$ cat src/rtl/pipe_hazard_ctrl_pkg.sv
// Shared types and constants for the pipeline sequencing controller:
// run-control states, forwarding selects, control-word bit positions.
package pipe_pkg;

  typedef enum logic [1:0] {
    ST_HALT = 2'd0,
    ST_RUN  = 2'd1,
    ST_STEP = 2'd2
  } state_t;

  localparam logic [1:0] FWD_REG = 2'b00;
  localparam logic [1:0] FWD_MEM = 2'b10;
  localparam logic [1:0] FWD_WB  = 2'b01;

  localparam int CTR_BRANCH   = 0;
  localparam int CTR_MEMREAD  = 1;
  localparam int CTR_REGWRITE = 7;

  localparam logic [31:0] NOP_INSTR = 32'h0000_0013;

  function automatic logic [4:0] rd_of(input logic [31:0] ir);
    return ir[11:7];
  endfunction

  function automatic logic [4:0] rs1_of(input logic [31:0] ir);
    return ir[19:15];
  endfunction

  function automatic logic [4:0] rs2_of(input logic [31:0] ir);
    return ir[24:20];
  endfunction

  // The younger producer (MEM) shadows the older one (WB) for the same register.
  function automatic logic [1:0] fwd_sel(input logic [4:0] rs,
                                         input logic       mem_wr,
                                         input logic [4:0] rd_mem,
                                         input logic       wb_wr,
                                         input logic [4:0] rd_wb);
    logic [1:0] sel;
    sel = FWD_REG;
    if (mem_wr && (rd_mem != 5'd0) && (rd_mem == rs)) begin
      sel = FWD_MEM;
    end else if (wb_wr && (rd_wb != 5'd0) && (rd_wb == rs)) begin
      sel = FWD_WB;
    end
    return sel;
  endfunction

endpackage

$ cat src/rtl/pipe_hazard_ctrl_if.sv
// Signal bundle between the pipeline/debug unit (master) and the hazard
// controller (slave); clock and reset travel as plain ports.
interface pipe_hazard_ctrl_if import pipe_pkg::*; #(
  parameter int CNT_W = 32
) ();

  // run_req/step_req/halt_req are one-cycle pulses sampled on clk_cpu and
  // always accepted (no ready); every enable/flush is a level qualifier for
  // the same clock edge on which it is asserted.
  logic             run_req;
  logic             step_req;
  logic             halt_req;
  logic             bp_en;
  logic [31:0]      bp_addr;
  logic [31:0]      pc_if;
  logic [31:0]      ir_id;
  logic [31:0]      ir_ex;
  logic [7:0]       ctr_ex;
  logic [31:0]      ir_mem;
  logic [7:0]       ctr_mem;
  logic [31:0]      ir_wb;
  logic [7:0]       ctr_wb;
  logic             pcsrc;

  logic             pc_we;
  logic             ifid_we;
  logic             ifid_flush;
  logic             idex_we;
  logic             idex_flush;
  logic             exmem_we;
  logic             memwb_we;
  logic [1:0]       fwd_a;
  logic [1:0]       fwd_b;
  logic             running;
  logic             halted;
  logic             bp_hit;
  logic [CNT_W-1:0] cycle_cnt;
  logic [CNT_W-1:0] stall_cnt;
  state_t           dbg_state;

  modport master (
    output run_req, step_req, halt_req, bp_en, bp_addr, pc_if,
           ir_id, ir_ex, ctr_ex, ir_mem, ctr_mem, ir_wb, ctr_wb, pcsrc,
    input  pc_we, ifid_we, ifid_flush, idex_we, idex_flush, exmem_we,
           memwb_we, fwd_a, fwd_b, running, halted, bp_hit,
           cycle_cnt, stall_cnt, dbg_state
  );

  modport slave (
    input  run_req, step_req, halt_req, bp_en, bp_addr, pc_if,
           ir_id, ir_ex, ctr_ex, ir_mem, ctr_mem, ir_wb, ctr_wb, pcsrc,
    output pc_we, ifid_we, ifid_flush, idex_we, idex_flush, exmem_we,
           memwb_we, fwd_a, fwd_b, running, halted, bp_hit,
           cycle_cnt, stall_cnt, dbg_state
  );

endinterface

$ cat src/rtl/pipe_hazard_ctrl_fwd_unit.sv
// EX operand forwarding selects from the MEM and WB destination registers.
// Purely combinational and independent of run control.
module fwd_unit import pipe_pkg::*; (
  input  logic [31:0] i_ir_ex,
  input  logic [31:0] i_ir_mem,
  input  logic [7:0]  i_ctr_mem,
  input  logic [31:0] i_ir_wb,
  input  logic [7:0]  i_ctr_wb,
  output logic [1:0]  o_fwd_a,
  output logic [1:0]  o_fwd_b
);

  logic [4:0] w_rd_mem;
  logic [4:0] w_rd_wb;
  logic       w_unused;

  assign w_rd_mem = rd_of(i_ir_mem);
  assign w_rd_wb  = rd_of(i_ir_wb);

  assign o_fwd_a = fwd_sel(rs1_of(i_ir_ex), i_ctr_mem[CTR_REGWRITE], w_rd_mem,
                           i_ctr_wb[CTR_REGWRITE], w_rd_wb);
  assign o_fwd_b = fwd_sel(rs2_of(i_ir_ex), i_ctr_mem[CTR_REGWRITE], w_rd_mem,
                           i_ctr_wb[CTR_REGWRITE], w_rd_wb);

  assign w_unused = ^{i_ir_ex[31:25], i_ir_ex[14:0],
                      i_ir_mem[31:12], i_ir_mem[6:0], i_ctr_mem[6:0],
                      i_ir_wb[31:12], i_ir_wb[6:0], i_ctr_wb[6:0]};

endmodule

$ cat src/rtl/pipe_hazard_ctrl.sv
// Run control (halt/run/step/breakpoint), load-use and redirect hazard
// handling, per-stage enables/flushes and debug cycle/stall counters.
module pipe_hazard_ctrl import pipe_pkg::*; #(
  parameter bit RUN_ON_RESET = 1'b0,
  parameter int CNT_W        = 32
) (
  input logic               clk_cpu,
  input logic               rstn,
  pipe_hazard_ctrl_if.slave bus
);

  localparam state_t RST_STATE = RUN_ON_RESET ? ST_RUN : ST_HALT;

  state_t           r_state;
  state_t           w_state_nxt;
  logic             r_bp_skip;
  logic             r_bp_hit;
  logic [CNT_W-1:0] r_cycle_cnt;
  logic [CNT_W-1:0] r_stall_cnt;

  logic             w_bp_match;
  logic             w_adv;
  logic             w_leave_halt;
  logic             w_load_use;
  logic             w_stall;
  logic [4:0]       w_rd_ex;
  logic             w_unused;

  assign w_rd_ex    = rd_of(bus.ir_ex);
  // bp_skip masks the match for the first advancing cycle after a resume,
  // so a halted-on breakpoint PC can be fetched.
  assign w_bp_match = bus.bp_en && (bus.pc_if == bus.bp_addr) && !r_bp_skip;
  assign w_load_use = bus.ctr_ex[CTR_MEMREAD] && (w_rd_ex != 5'd0) &&
                      ((w_rd_ex == rs1_of(bus.ir_id)) || (w_rd_ex == rs2_of(bus.ir_id)));
  assign w_stall    = w_load_use && !bus.pcsrc;

  always_ff @(posedge clk_cpu or negedge rstn) begin
    if (!rstn) begin
      r_state <= RST_STATE;
    end else begin
      r_state <= w_state_nxt;
    end
  end

  always_comb begin
    w_state_nxt  = r_state;
    w_adv        = 1'b0;
    w_leave_halt = 1'b0;
    case (r_state)
      ST_HALT: begin
        if (bus.step_req) begin
          w_state_nxt  = ST_STEP;
          w_leave_halt = 1'b1;
        end else if (bus.run_req) begin
          w_state_nxt  = ST_RUN;
          w_leave_halt = 1'b1;
        end
      end
      ST_RUN: begin
        w_adv = !w_bp_match;
        if (bus.halt_req || w_bp_match) begin
          w_state_nxt = ST_HALT;
        end
      end
      ST_STEP: begin
        w_adv       = !w_bp_match;
        w_state_nxt = ST_HALT;
      end
      default: w_state_nxt = RST_STATE;
    endcase
  end

  always_ff @(posedge clk_cpu or negedge rstn) begin
    if (!rstn) begin
      r_bp_skip   <= 1'b0;
      r_bp_hit    <= 1'b0;
      r_cycle_cnt <= '0;
      r_stall_cnt <= '0;
    end else begin
      if (w_leave_halt) begin
        r_bp_skip <= 1'b1;
      end else if (w_adv) begin
        r_bp_skip <= 1'b0;
      end
      if ((r_state == ST_RUN) && w_bp_match) begin
        r_bp_hit <= 1'b1;
      end else if (w_leave_halt) begin
        r_bp_hit <= 1'b0;
      end
      if (w_adv) begin
        r_cycle_cnt <= r_cycle_cnt + CNT_W'(1);
      end
      if (w_adv && w_stall) begin
        r_stall_cnt <= r_stall_cnt + CNT_W'(1);
      end
    end
  end

  // A load-use stall holds PC and IF/ID and injects a bubble into ID/EX
  // while the older instructions keep draining.
  assign bus.pc_we      = w_adv && !w_stall;
  assign bus.ifid_we    = w_adv && !w_stall;
  assign bus.ifid_flush = w_adv && bus.pcsrc;
  assign bus.idex_we    = w_adv;
  assign bus.idex_flush = w_adv && (bus.pcsrc || w_stall);
  assign bus.exmem_we   = w_adv;
  assign bus.memwb_we   = w_adv;

  assign bus.running   = (r_state == ST_RUN);
  assign bus.halted    = (r_state == ST_HALT);
  assign bus.bp_hit    = r_bp_hit;
  assign bus.cycle_cnt = r_cycle_cnt;
  assign bus.stall_cnt = r_stall_cnt;
  assign bus.dbg_state = r_state;

  fwd_unit u_fwd (
    .i_ir_ex   (bus.ir_ex),
    .i_ir_mem  (bus.ir_mem),
    .i_ctr_mem (bus.ctr_mem),
    .i_ir_wb   (bus.ir_wb),
    .i_ctr_wb  (bus.ctr_wb),
    .o_fwd_a   (bus.fwd_a),
    .o_fwd_b   (bus.fwd_b)
  );

  assign w_unused = ^{bus.ir_id[31:25], bus.ir_id[14:0],
                      bus.ctr_ex[7:2], bus.ctr_ex[0]};

endmodule

$ cat src/flat_wrapper.sv
// flat-port wrapper written by rule: the top's interface ports become plain ports
module pipe_hazard_ctrl_flat import pipe_pkg::*;
#(
  parameter bit RUN_ON_RESET = 1'b0,
  parameter int CNT_W        = 32
)
  (clk_cpu, rstn, bus_run_req, bus_step_req, bus_halt_req, bus_bp_en, bus_bp_addr, bus_pc_if, bus_ir_id, bus_ir_ex, bus_ctr_ex, bus_ir_mem, bus_ctr_mem, bus_ir_wb, bus_ctr_wb, bus_pcsrc, bus_pc_we, bus_ifid_we, bus_ifid_flush, bus_idex_we, bus_idex_flush, bus_exmem_we, bus_memwb_we, bus_fwd_a, bus_fwd_b, bus_running, bus_halted, bus_bp_hit, bus_cycle_cnt, bus_stall_cnt, bus_dbg_state);
  pipe_hazard_ctrl_if #(.CNT_W(CNT_W)) bus_i ();
  input logic clk_cpu;
  input logic rstn;
  input wire logic [$bits(bus_i.run_req)-1:0] bus_run_req;
  input wire logic [$bits(bus_i.step_req)-1:0] bus_step_req;
  input wire logic [$bits(bus_i.halt_req)-1:0] bus_halt_req;
  input wire logic [$bits(bus_i.bp_en)-1:0] bus_bp_en;
  input wire logic [$bits(bus_i.bp_addr)-1:0] bus_bp_addr;
  input wire logic [$bits(bus_i.pc_if)-1:0] bus_pc_if;
  input wire logic [$bits(bus_i.ir_id)-1:0] bus_ir_id;
  input wire logic [$bits(bus_i.ir_ex)-1:0] bus_ir_ex;
  input wire logic [$bits(bus_i.ctr_ex)-1:0] bus_ctr_ex;
  input wire logic [$bits(bus_i.ir_mem)-1:0] bus_ir_mem;
  input wire logic [$bits(bus_i.ctr_mem)-1:0] bus_ctr_mem;
  input wire logic [$bits(bus_i.ir_wb)-1:0] bus_ir_wb;
  input wire logic [$bits(bus_i.ctr_wb)-1:0] bus_ctr_wb;
  input wire logic [$bits(bus_i.pcsrc)-1:0] bus_pcsrc;
  output wire logic [$bits(bus_i.pc_we)-1:0] bus_pc_we;
  output wire logic [$bits(bus_i.ifid_we)-1:0] bus_ifid_we;
  output wire logic [$bits(bus_i.ifid_flush)-1:0] bus_ifid_flush;
  output wire logic [$bits(bus_i.idex_we)-1:0] bus_idex_we;
  output wire logic [$bits(bus_i.idex_flush)-1:0] bus_idex_flush;
  output wire logic [$bits(bus_i.exmem_we)-1:0] bus_exmem_we;
  output wire logic [$bits(bus_i.memwb_we)-1:0] bus_memwb_we;
  output wire logic [$bits(bus_i.fwd_a)-1:0] bus_fwd_a;
  output wire logic [$bits(bus_i.fwd_b)-1:0] bus_fwd_b;
  output wire logic [$bits(bus_i.running)-1:0] bus_running;
  output wire logic [$bits(bus_i.halted)-1:0] bus_halted;
  output wire logic [$bits(bus_i.bp_hit)-1:0] bus_bp_hit;
  output wire logic [$bits(bus_i.cycle_cnt)-1:0] bus_cycle_cnt;
  output wire logic [$bits(bus_i.stall_cnt)-1:0] bus_stall_cnt;
  output wire logic [$bits(bus_i.dbg_state)-1:0] bus_dbg_state;
  assign bus_i.run_req = bus_run_req;
  assign bus_i.step_req = bus_step_req;
  assign bus_i.halt_req = bus_halt_req;
  assign bus_i.bp_en = bus_bp_en;
  assign bus_i.bp_addr = bus_bp_addr;
  assign bus_i.pc_if = bus_pc_if;
  assign bus_i.ir_id = bus_ir_id;
  assign bus_i.ir_ex = bus_ir_ex;
  assign bus_i.ctr_ex = bus_ctr_ex;
  assign bus_i.ir_mem = bus_ir_mem;
  assign bus_i.ctr_mem = bus_ctr_mem;
  assign bus_i.ir_wb = bus_ir_wb;
  assign bus_i.ctr_wb = bus_ctr_wb;
  assign bus_i.pcsrc = bus_pcsrc;
  assign bus_pc_we = bus_i.pc_we;
  assign bus_ifid_we = bus_i.ifid_we;
  assign bus_ifid_flush = bus_i.ifid_flush;
  assign bus_idex_we = bus_i.idex_we;
  assign bus_idex_flush = bus_i.idex_flush;
  assign bus_exmem_we = bus_i.exmem_we;
  assign bus_memwb_we = bus_i.memwb_we;
  assign bus_fwd_a = bus_i.fwd_a;
  assign bus_fwd_b = bus_i.fwd_b;
  assign bus_running = bus_i.running;
  assign bus_halted = bus_i.halted;
  assign bus_bp_hit = bus_i.bp_hit;
  assign bus_cycle_cnt = bus_i.cycle_cnt;
  assign bus_stall_cnt = bus_i.stall_cnt;
  assign bus_dbg_state = bus_i.dbg_state;
  pipe_hazard_ctrl #(.RUN_ON_RESET(RUN_ON_RESET), .CNT_W(CNT_W)) u_core (.clk_cpu(clk_cpu), .rstn(rstn), .bus(bus_i));
endmodule
$ cat config.mk
export PLATFORM = sky130hd
export DESIGN_NAME = pipe_hazard_ctrl_flat
export DESIGN_NICKNAME = d
export VERILOG_FILES = /design/src/rtl/pipe_hazard_ctrl_pkg.sv /design/src/rtl/pipe_hazard_ctrl_if.sv /design/src/rtl/pipe_hazard_ctrl_fwd_unit.sv /design/src/rtl/pipe_hazard_ctrl.sv /design/src/flat_wrapper.sv
export SDC_FILE = /design/constraint.sdc
export NUM_CORES = 1
export LEC_CHECK = 0
export BUFFER_PORTS_ARGS = -buffer_cell sky130_fd_sc_hd__buf_2
export CAP_MARGIN = 20
export CORE_AREA = 2 2 117 119
export DETAILED_ROUTE_END_ITERATION = 8
export DIE_AREA = 0 0 119 121
export PLACE_DENSITY = 0.63
export RECOVER_POWER = 100
export REMOVE_ABC_BUFFERS = 1
export SYNTH_ARGS = -nofsm -noshare
export SYNTH_HDL_FRONTEND = slang
export SYNTH_SLANG_ARGS = --single-unit
$ cat constraint.sdc
create_clock -name clk_cpu -period 2.15 [get_ports clk_cpu]
set_input_delay 0.1075 -clock clk_cpu [delete_from_list [all_inputs] [get_ports clk_cpu]]
set_output_delay 0.1075 -clock clk_cpu [all_outputs]
set_load 0.05 [all_outputs]
Word-level counts from Yosys, hierarchy flattened
Cells that the tools add are included. W data, S select, Z words.

Logic and storage cells: 65. Input bits: 223. Bits in registers: 68. Output and inout port bits: 80.

Reduce and logical (&&, ||, !) cells: 31. Add/sub/neg operators: 2. Eq/ne operators: 11. Multiplexer cells: 16.

Operator list (count): $add A32 B1 Y32 const B (2); $eq A32 B32 Y1 (1); $eq A5 B5 Y1 (6); $logic_and A1 B1 Y1 (16); $reduce_bool A5 Y1 (3); $mux W1 (10); $mux W2 (5); $logic_not A1 Y1 (4); $pmux W2 S2 (1); $reduce_bool A2 Y1 (2); $logic_or A1 B1 Y1 (3); $ne A3 B3 Y1 const B (1); $eq A2 B1 Y1 const B (1); $eq A2 B2 Y1 const B (1); $logic_not A2 Y1 (1); $ne A2 B1 Y1 const B (1); $reduce_and A2 Y1 (1); $reduce_or A2 Y1 (1).

Depth between registers and ports, before layout
Gate-level depths: netlist (run 1).

Word-level depth: 7. Gate-level depth with buffers: 8. Gate-level depth less buffers: 7.

By module
Synthesis (run 1) repeated with hierarchy kept, for this count alone.

Cell total of the unflattened synthesis: 436. Area total of the unflattened synthesis: 4335.4 um^2.

By module, submodules not included: pipe_hazard_ctrl (cells each 402, times used 1, area an instance 4077.7 um^2); fwd_unit (cells each 34, times used 1, area an instance 257.7 um^2).

Worst setup path before layout (run 1)
Ideal clock, no wire load.

Path type: register to output. Start: register u_core.r_state[0] (netlist: u_core.bus.dbg_state[0]). End: output port bus_pc_we. Arrival: 2.731 ns. Required time: 2.043 ns. Slack: -0.688 ns. Cell stages (with the launch flop): 8. Cell sequence: dfrtp_1 inv_1 ha_1 clkbuf_1 clkbuf_1 nand2_1 nor2_1 buf_4.

Word-level cells in the longest chain between the ends: 4. Elaborated cells on any way between the ends: 5. Those cells by class: eq/ne (2); mux (1); reduce/logical (2).

RTL lines: start: declaration (RTL line pipe_hazard_ctrl.sv:14) `state_t r_state;`; start signal: assignment (RTL line pipe_hazard_ctrl.sv:41) `r_state <= w_state_nxt;`; $eq A2 B1 Y1 / $eq A2 B2 Y1 (equally long branches) (RTL line pipe_hazard_ctrl.sv:49) `case (r_state)`; $reduce_or A2 Y1 (no source line) (*); $mux W1 (*); $logic_and A1 B1 Y1 (*); end: declaration (RTL line flat_wrapper.sv:25) `output wire logic [$bits(bus_i.pc_we)-1:0] bus_pc_we;`.

Every way passes the cells marked *; elsewhere a longest branch is shown, timed or not.

Worst setup path after layout (run 1)
Start: register u_core.r_state[1] (netlist: u_core.bus.dbg_state[1]). End: output port bus_ifid_we.

Word-level cells in the longest chain between the ends: 4. Elaborated cells on any way between the ends: 5. Those cells by class: eq/ne (2); mux (1); reduce/logical (2).

RTL lines: $eq A2 B1 Y1 / $eq A2 B2 Y1 (equally long branches) (RTL line pipe_hazard_ctrl.sv:49); $reduce_or A2 Y1 (no source line) (*); $mux W1 (*); $logic_and A1 B1 Y1 (*) (RTL line pipe_hazard_ctrl.sv:102) `assign bus.ifid_we = w_adv && !w_stall;`; end: declaration (RTL line flat_wrapper.sv:26) `output wire logic [$bits(bus_i.ifid_we)-1:0] bus_ifid_we;`.

Marks and branches as above.

==> reports/summary.txt, run 1 <==
async set or reset register ratio after synthesis: 1.00
violation count after the first detailed-route iteration: 239
utilization after layout: 0.436
Clock Tree Buf Depth: 2
number of maximum-capacitance constraint violations: 1
number of vias after detailed routing: 4110
result of the run: finished, violations left
Worst Hold Endpoint: u_core.bus.dbg_state[0]
number of unique standard cell types used by synthesis: 36
floorplan die width: 119 um
ys flop type: sky130_fd_sc_hd__dfrtp_1
clock tree from TritonCTS: built
r2r worst-path depth: 6
fraction of final layout cells sized beyond drive strength 1: 0.246
max-slew violations: 69
footprint of the flip-flops and latches: 1700 um^2
full die area: 14400 um^2
Power Density: 885 nW/um^2
effective utilization at floorplan: 0.325
I/O Pins: 303
Worst Hold Slack: 65.6 ps
via count of the first global-routing pass: 4023
global route overflow: 0
post-route cell area: 5710 um^2
maximum achievable frequency: 490 MHz
pre-CTS setup slack: 155 ps
placeable core region: 13100 um^2
endpoints failing hold: 0
register area share after synthesis: 0.400
clock buffer count from CTS: 9
violated checks: max-capacitance violations, max-slew violations
worst clock skew: 8.64 ps
library cell used as clock root buffer: sky130_fd_sc_hd__clkbuf_16
Initial DRT Pass Iterations: 5
Arrival @ worst endpoint: 1930 ps
die height: 121 um
multi-input combinational cell area: 2430 um^2
min-delay worst type: in2reg
hold-critical path depth: 3
instance count of the mapped netlist: 446
worst reg-to-reg setup slack: 120 ps
GRT Overall Usage: 0.185
number of buffers inserted by post-CTS setup repair: 0
DR WL/cell: 16.1 um
synthesized area divided by synthesized cell count: 9.53 um^2
number of sinks on the clock net: 68
unrepaired setup endpoints after global routing: false
cell area after synthesis: 4250 um^2
residual antenna-violating net count after detailed routing: 0
clock transition at the register clock pins on the worst setup and hold paths after CTS: 60 ps
count of placed standard cells including taps: 805
Crit Reg-Reg Startpoint: u_core.bus.cycle_cnt[6]
initial antenna violation count: 7
layout-stage area growth over the synthesis result: 34.3%
source-to-sink clock delay at the later pin of the worst-skew pair: 340 ps
count of fill cells added during filler insertion: 1334
number of buffers added on ports: 188
Setup crit end kind: output pin
CTS H-tree depth: 3
Final Critical Period: 2040 ps
global-route wire length before repair: 20800 um
type of the setup path with the least slack: reg2out
RD Place Congestion: 0.879
flip-flop and latch count after synthesis: 68
highest ir drop seen on vdd: 1.40 mV
Avg Vias per Cell: 4.98
maximum fanout encountered on the critical timing path: 19
pin count of the biggest net entering global routing: 69
DRC viols: 0
min-delay src: bus_run_req
total leakage power: 2.42 nW
post-route worst setup slack: 110 ps
Finished Layout Cells: 825
startpoint class of the critical path: flop
drt total wl: 13300 um
number of flops mapped to enable cells by yosys: 0
Critical R2R Capture: u_core.bus.cycle_cnt[28]
site row count: 42
cell area after placement: 5450 um^2
data required time of the critical path: 2040 ps
ratio of final minimum period to clock period: 0.949
nets@finish: 868
worst-margin pin slew: 1550 ps
Warnings, synthesis: 0
Slew Limit Headroom: -0.0313
total half-perimeter wirelength after legalization and detailed placement: 10400 um
number of failing setup endpoints in the final timing report: 0
state kept, by name, summed over array words and instances (netlist names):
register	cells
u_core.bus.stall_cnt	32
u_core.r_bp_skip	1
u_core.bus.dbg_state	2
u_core.bus.cycle_cnt	32
u_core.bus.bp_hit	1
layout make-up:
| class | instances | share of cell area |
|---|---|---|
| diodes | 3 | 0.00132 |
| clock buffers | 10 | 0.0401 |
| clock inverters | 6 | 0.0195 |
| inverters | 10 | 0.00658 |
| multi-input cells | 349 | 0.426 |
| flip-flops and latches | 68 | 0.298 |
| well taps | 176 | 0.0386 |
| repair buffers | 203 | 0.170 |
through the flow:
stage / power [mW] / TNS, ps
floorplan: 2.76 / -57010
global placement: 3.33 / 0
detailed placement: 3.36 / 0
CTS: 5.09 / 0
global route: 5.29 / 0
finish: 5.05 / 0
power by group:
part           total (mW)  switching [mW]  leakage [nW]  internal [mW]
sequential           1.48          0.0996         0.902           1.38
combinational        1.87            1.37          1.36          0.494
clock                1.70           0.569         0.163           1.13
total                5.05            2.04          2.42           3.01
what timing repair did:
item	CTS	global route
hold endpoints to repair	68	0
pin swaps	0	1
hold buffers	1	0
gates resized for setup	3	4
endpoints found under the setup margin	7	7
layer usage:
layer	global-route usage	up-vias	wire, um
li1	-	1972	-
met5	0	-	55
met3	0.0959	23	1520
met1	0.236	1943	5860
met2	0.277	164	5680
met4	0.0484	8	148
logic make-up after synthesis:
group	after synthesis	synth area share
multiplexers	3	0.00766
flip-flops	68	0.400
XOR/XNOR	123	0.254
AO/OA/AOI/OAI	12	0.0174
adder cells (fa/ha/maj)	4	0.0118
buffers and inverters	29	0.0292
AND/OR/NAND/NOR	207	0.280
critical path, stage by stage (launching register included):
cell and delay, ps:
sky130_fd_sc_hd__dfrtp_1 400, sky130_fd_sc_hd__inv_1 90, sky130_fd_sc_hd__ha_2 390, sky130_fd_sc_hd__buf_6 200, sky130_fd_sc_hd__nand2_2 110, sky130_fd_sc_hd__nor2_1 150
sky130_fd_sc_hd__clkbuf_4 250
cells in the mapped netlist, drive strengths merged (10+ instances only):
cell,instances,share of area
nand4,45,0.066
dfrtp,68,0.40
nor3,11,0.016
and3,23,0.035
clkbuf,13,0.011
xnor2,84,0.17
inv,10,0.0088
xor2,39,0.080
nand3,40,0.047
nand2,25,0.024
nor2,26,0.023
nor4,14,0.021
cell usage in the layout, fill, tap and decap left out, types with 3 or more instances in the layout:
cell type | synthesis | layout
sky130_fd_sc_hd__buf_2 | 3 | 110
sky130_fd_sc_hd__xnor2_1 | 84 | 84
sky130_fd_sc_hd__clkbuf_1 | 13 | 72
sky130_fd_sc_hd__dfrtp_1 | 68 | 68
sky130_fd_sc_hd__nand4_1 | 45 | 45
sky130_fd_sc_hd__nand3_1 | 40 | 40
sky130_fd_sc_hd__xor2_1 | 39 | 39
sky130_fd_sc_hd__nor2_1 | 26 | 26
sky130_fd_sc_hd__nand2_1 | 24 | 23
sky130_fd_sc_hd__and3_1 | 22 | 22
sky130_fd_sc_hd__nor4_1 | 14 | 13
sky130_fd_sc_hd__inv_1 | 10 | 10
sky130_fd_sc_hd__nor3_1 | 10 | 9
sky130_fd_sc_hd__clkbuf_16 | 0 | 9
sky130_fd_sc_hd__clkbuf_2 | 0 | 9
sky130_fd_sc_hd__buf_4 | 3 | 8
sky130_fd_sc_hd__or4_1 | 6 | 6
sky130_fd_sc_hd__o21ai_0 | 6 | 6
sky130_fd_sc_hd__and4_1 | 4 | 4
sky130_fd_sc_hd__diode_2 | 0 | 3
sky130_fd_sc_hd__nor2b_1 | 3 | 3
sky130_fd_sc_hd__ha_1 | 4 | 3
sky130_fd_sc_hd__bufinv_16 | 0 | 3
how the worst max path moves through the flow:
stage	to	slack [ps]	cells after the start	start
floorplan	bus_exmem_we	-1380	6	u_core.r_bp_skip
detailed placement	u_core.bus.cycle_cnt[1]	150	8	bus_pc_if[7]
global route	bus_idex_flush	2	6	u_core.bus.dbg_state[1]
CTS	bus_pc_we	20	6	u_core.bus.dbg_state[1]
global placement	u_core.bus.cycle_cnt[1]	160	7	u_core.r_bp_skip
finish	bus_ifid_we	110	6	u_core.bus.dbg_state[1]
Power figures use the tool's default switching activity.
==> run 2: changes to the inputs <==
PLACE_DENSITY = 0.66   (was 0.63)
==> run 2 against run 1 <==
Against the previous run:
- routed wire length is 2.3% lower
- first-iteration DRC count is 18% lower
- the flow still finishes with violations (max-capacitance violations, max-slew violations)
- critical endpoint is now u_core.bus.cycle_cnt[30]
- combinational power hardly changed
- sequential power hardly changed
- largest power group unchanged
- critical path depth stayed put
- final cell count stayed put
- global-route usage is 0.62 points lower
- largest cell class unchanged
- hold slack worse by 2.5 ps
==> reports/summary.txt, run 2 (synthesis results as in run 1) <==
total internal power: 2.88 mW
maximum fanout encountered on the critical timing path: 6
Final Critical Period: 2020 ps
combinational share of power: 0.377
data required time of the critical path: 2400 ps
highest ir drop seen on vdd: 1.51 mV
switching fraction of total power: 0.413
utilization after layout: 0.434
full die area: 14400 um^2
max-slew violations: 29
power spent charging and discharging nets: 2.03 mW
fraction of final layout cells sized beyond drive strength 1: 0.239
source-to-sink clock delay at the later pin of the worst-skew pair: 330 ps
library cell used as clock root buffer: sky130_fd_sc_hd__clkbuf_16
layout-stage area growth over the synthesis result: 33.5%
number of failing setup endpoints in the final timing report: 0
total half-perimeter wirelength after legalization and detailed placement: 10300 um
type of the setup path with the least slack: reg2reg
clock tree from TritonCTS: built
most frequent cells in the layout: sky130_fd_sc_hd__buf_2 (111), sky130_fd_sc_hd__xnor2_1 (84), sky130_fd_sc_hd__clkbuf_1 (74)
Sequential Power Share: 0.300
Clock Tree Buf Depth: 2
die height: 121 um
hold-critical path depth: 3
global route overflow: 0
number of vias after detailed routing: 4153
Worst Setup SP: u_core.bus.cycle_cnt[6]
DRC viols: 0
DR WL/cell: 15.7 um
clock buffer count from CTS: 9
number of buffers added on ports: 188
pin count of the biggest net entering global routing: 35
global-route wire length before repair: 20500 um
startpoint class of the critical path: flop
via count of the first global-routing pass: 3953
violation count after the first detailed-route iteration: 197
clock share of power: 0.323
RD Place Congestion: 0.949
Power Density: 866 nW/um^2
I/O Pins: 303
worst reg-to-reg setup slack: 130 ps
min-delay worst type: in2reg
effective utilization at floorplan: 0.325
unrepaired setup endpoints after global routing: false
Setup crit end kind: flop
violated checks: max-capacitance violations, max-slew violations
maximum achievable frequency: 495 MHz
site row count: 42
initial antenna violation count: 8
residual antenna-violating net count after detailed routing: 0
Slew Limit Headroom: -0.114
Crit Reg-Reg Startpoint: u_core.bus.cycle_cnt[6]
ratio of final minimum period to clock period: 0.940
Avg Vias per Cell: 5.03
commonest non-fill, non-tap cell in the layout: sky130_fd_sc_hd__buf_2
number of sinks on the clock net: 68
Arrival @ worst endpoint: 2270 ps
total leakage power: 2.41 nW
Critical R2R Capture: u_core.bus.cycle_cnt[30]
floorplan die width: 119 um
placeable core region: 13100 um^2
Setup crit end: u_core.bus.cycle_cnt[30]
number of buffers inserted by post-CTS setup repair: 0
worst clock skew: 12.0 ps
Worst Hold Slack: 63.1 ps
number of maximum-capacitance constraint violations: 1
result of the run: finished, violations left
clock transition at the register clock pins on the worst setup and hold paths after CTS: 60 ps
worst-margin pin slew: 1670 ps
Initial DRT Pass Iterations: 4
nets@finish: 867
CTS H-tree depth: 3
drt total wl: 13000 um
r2r worst-path depth: 6
GRT Overall Usage: 0.179
endpoints failing hold: 0
-- run 2: metal layers --
| layer | part of all wire | wire length (um) | global-route usage |
|---|---|---|---|
| met4 | 0.011 | 145 | 0.0521 |
| met5 | 0.0020 | 26 | 0 |
| met1 | 0.44 | 5680 | 0.228 |
| met3 | 0.11 | 1450 | 0.0827 |
| met2 | 0.44 | 5650 | 0.272 |
-- run 2: critical path, cell delays in order, from the launching register on --
cell and delay, ps:
sky130_fd_sc_hd__dfrtp_1 430, sky130_fd_sc_hd__and4_1 260, sky130_fd_sc_hd__and3_2 280, sky130_fd_sc_hd__nand2_4 90
sky130_fd_sc_hd__or3_4 410, sky130_fd_sc_hd__nor4b_2 310, sky130_fd_sc_hd__xor2_1 170
-- run 2: area by class of cell --
| cell class | count | area [um^2] |
|---|---|---|
| multi-input cells | 349 | 2420 |
| clock inverters | 6 | 87.6 |
| clock buffers | 10 | 229 |
| flip-flops and latches | 68 | 1700 |
| repair buffers | 202 | 968 |
| diodes | 4 | 10.0 |
| fillers | 1327 | 7410 |
| well taps | 176 | 220 |
| inverters | 10 | 37.5 |
-- run 2: worst min-delay path by stage --
stage,start,to,slack [ps]
4_1_cts,bus_run_req,u_core.bus.dbg_state[0],50
3_3_place_gp,rstn,u_core.bus.stall_cnt[31],180
6_report,bus_run_req,u_core.bus.dbg_state[0],60
3_5_place_dp,rstn,u_core.bus.stall_cnt[31],190
5_1_grt,bus_run_req,u_core.bus.dbg_state[0],60
2_1_floorplan,rstn,u_core.bus.bp_hit,-190
-- run 2: repair_timing --
action | 4_1_cts | 5_1_grt
hold buffers | 1 | 0
endpoints found under the hold margin | 27 | 0
endpoints found under the setup margin | 0 | 7
gates resized for setup | 0 | 5
-- run 2: power groups by stage --
stage                     clock network, mW  registers, mW  logic (mW)
after floorplan                           0           1.79       0.976
after global placement                    0           1.50        1.83
after detailed placement                  0           1.50        1.86
after CTS                              1.62           1.47        1.87
after global routing                   1.68           1.49        1.98
final                                  1.59           1.48        1.85
-- run 2: per-stage QoR --
stage | instance area, um^2 | total power [mW] | std cells | setup WS [ps] | TNS [ps]
5_1_grt | 5670 | 5.16 | 823 | 16.7 | 0
4_1_cts | 5770 | 4.97 | 821 | 0.0568 | 0
3_5_place_dp | 5440 | 3.36 | 804 | 191 | 0
2_1_floorplan | 4160 | 2.76 | 427 | -1380 | -57010
6_report | 5670 | 4.92 | 825 | 129 | 0
3_3_place_gp | 5440 | 3.33 | 804 | 220 | 0
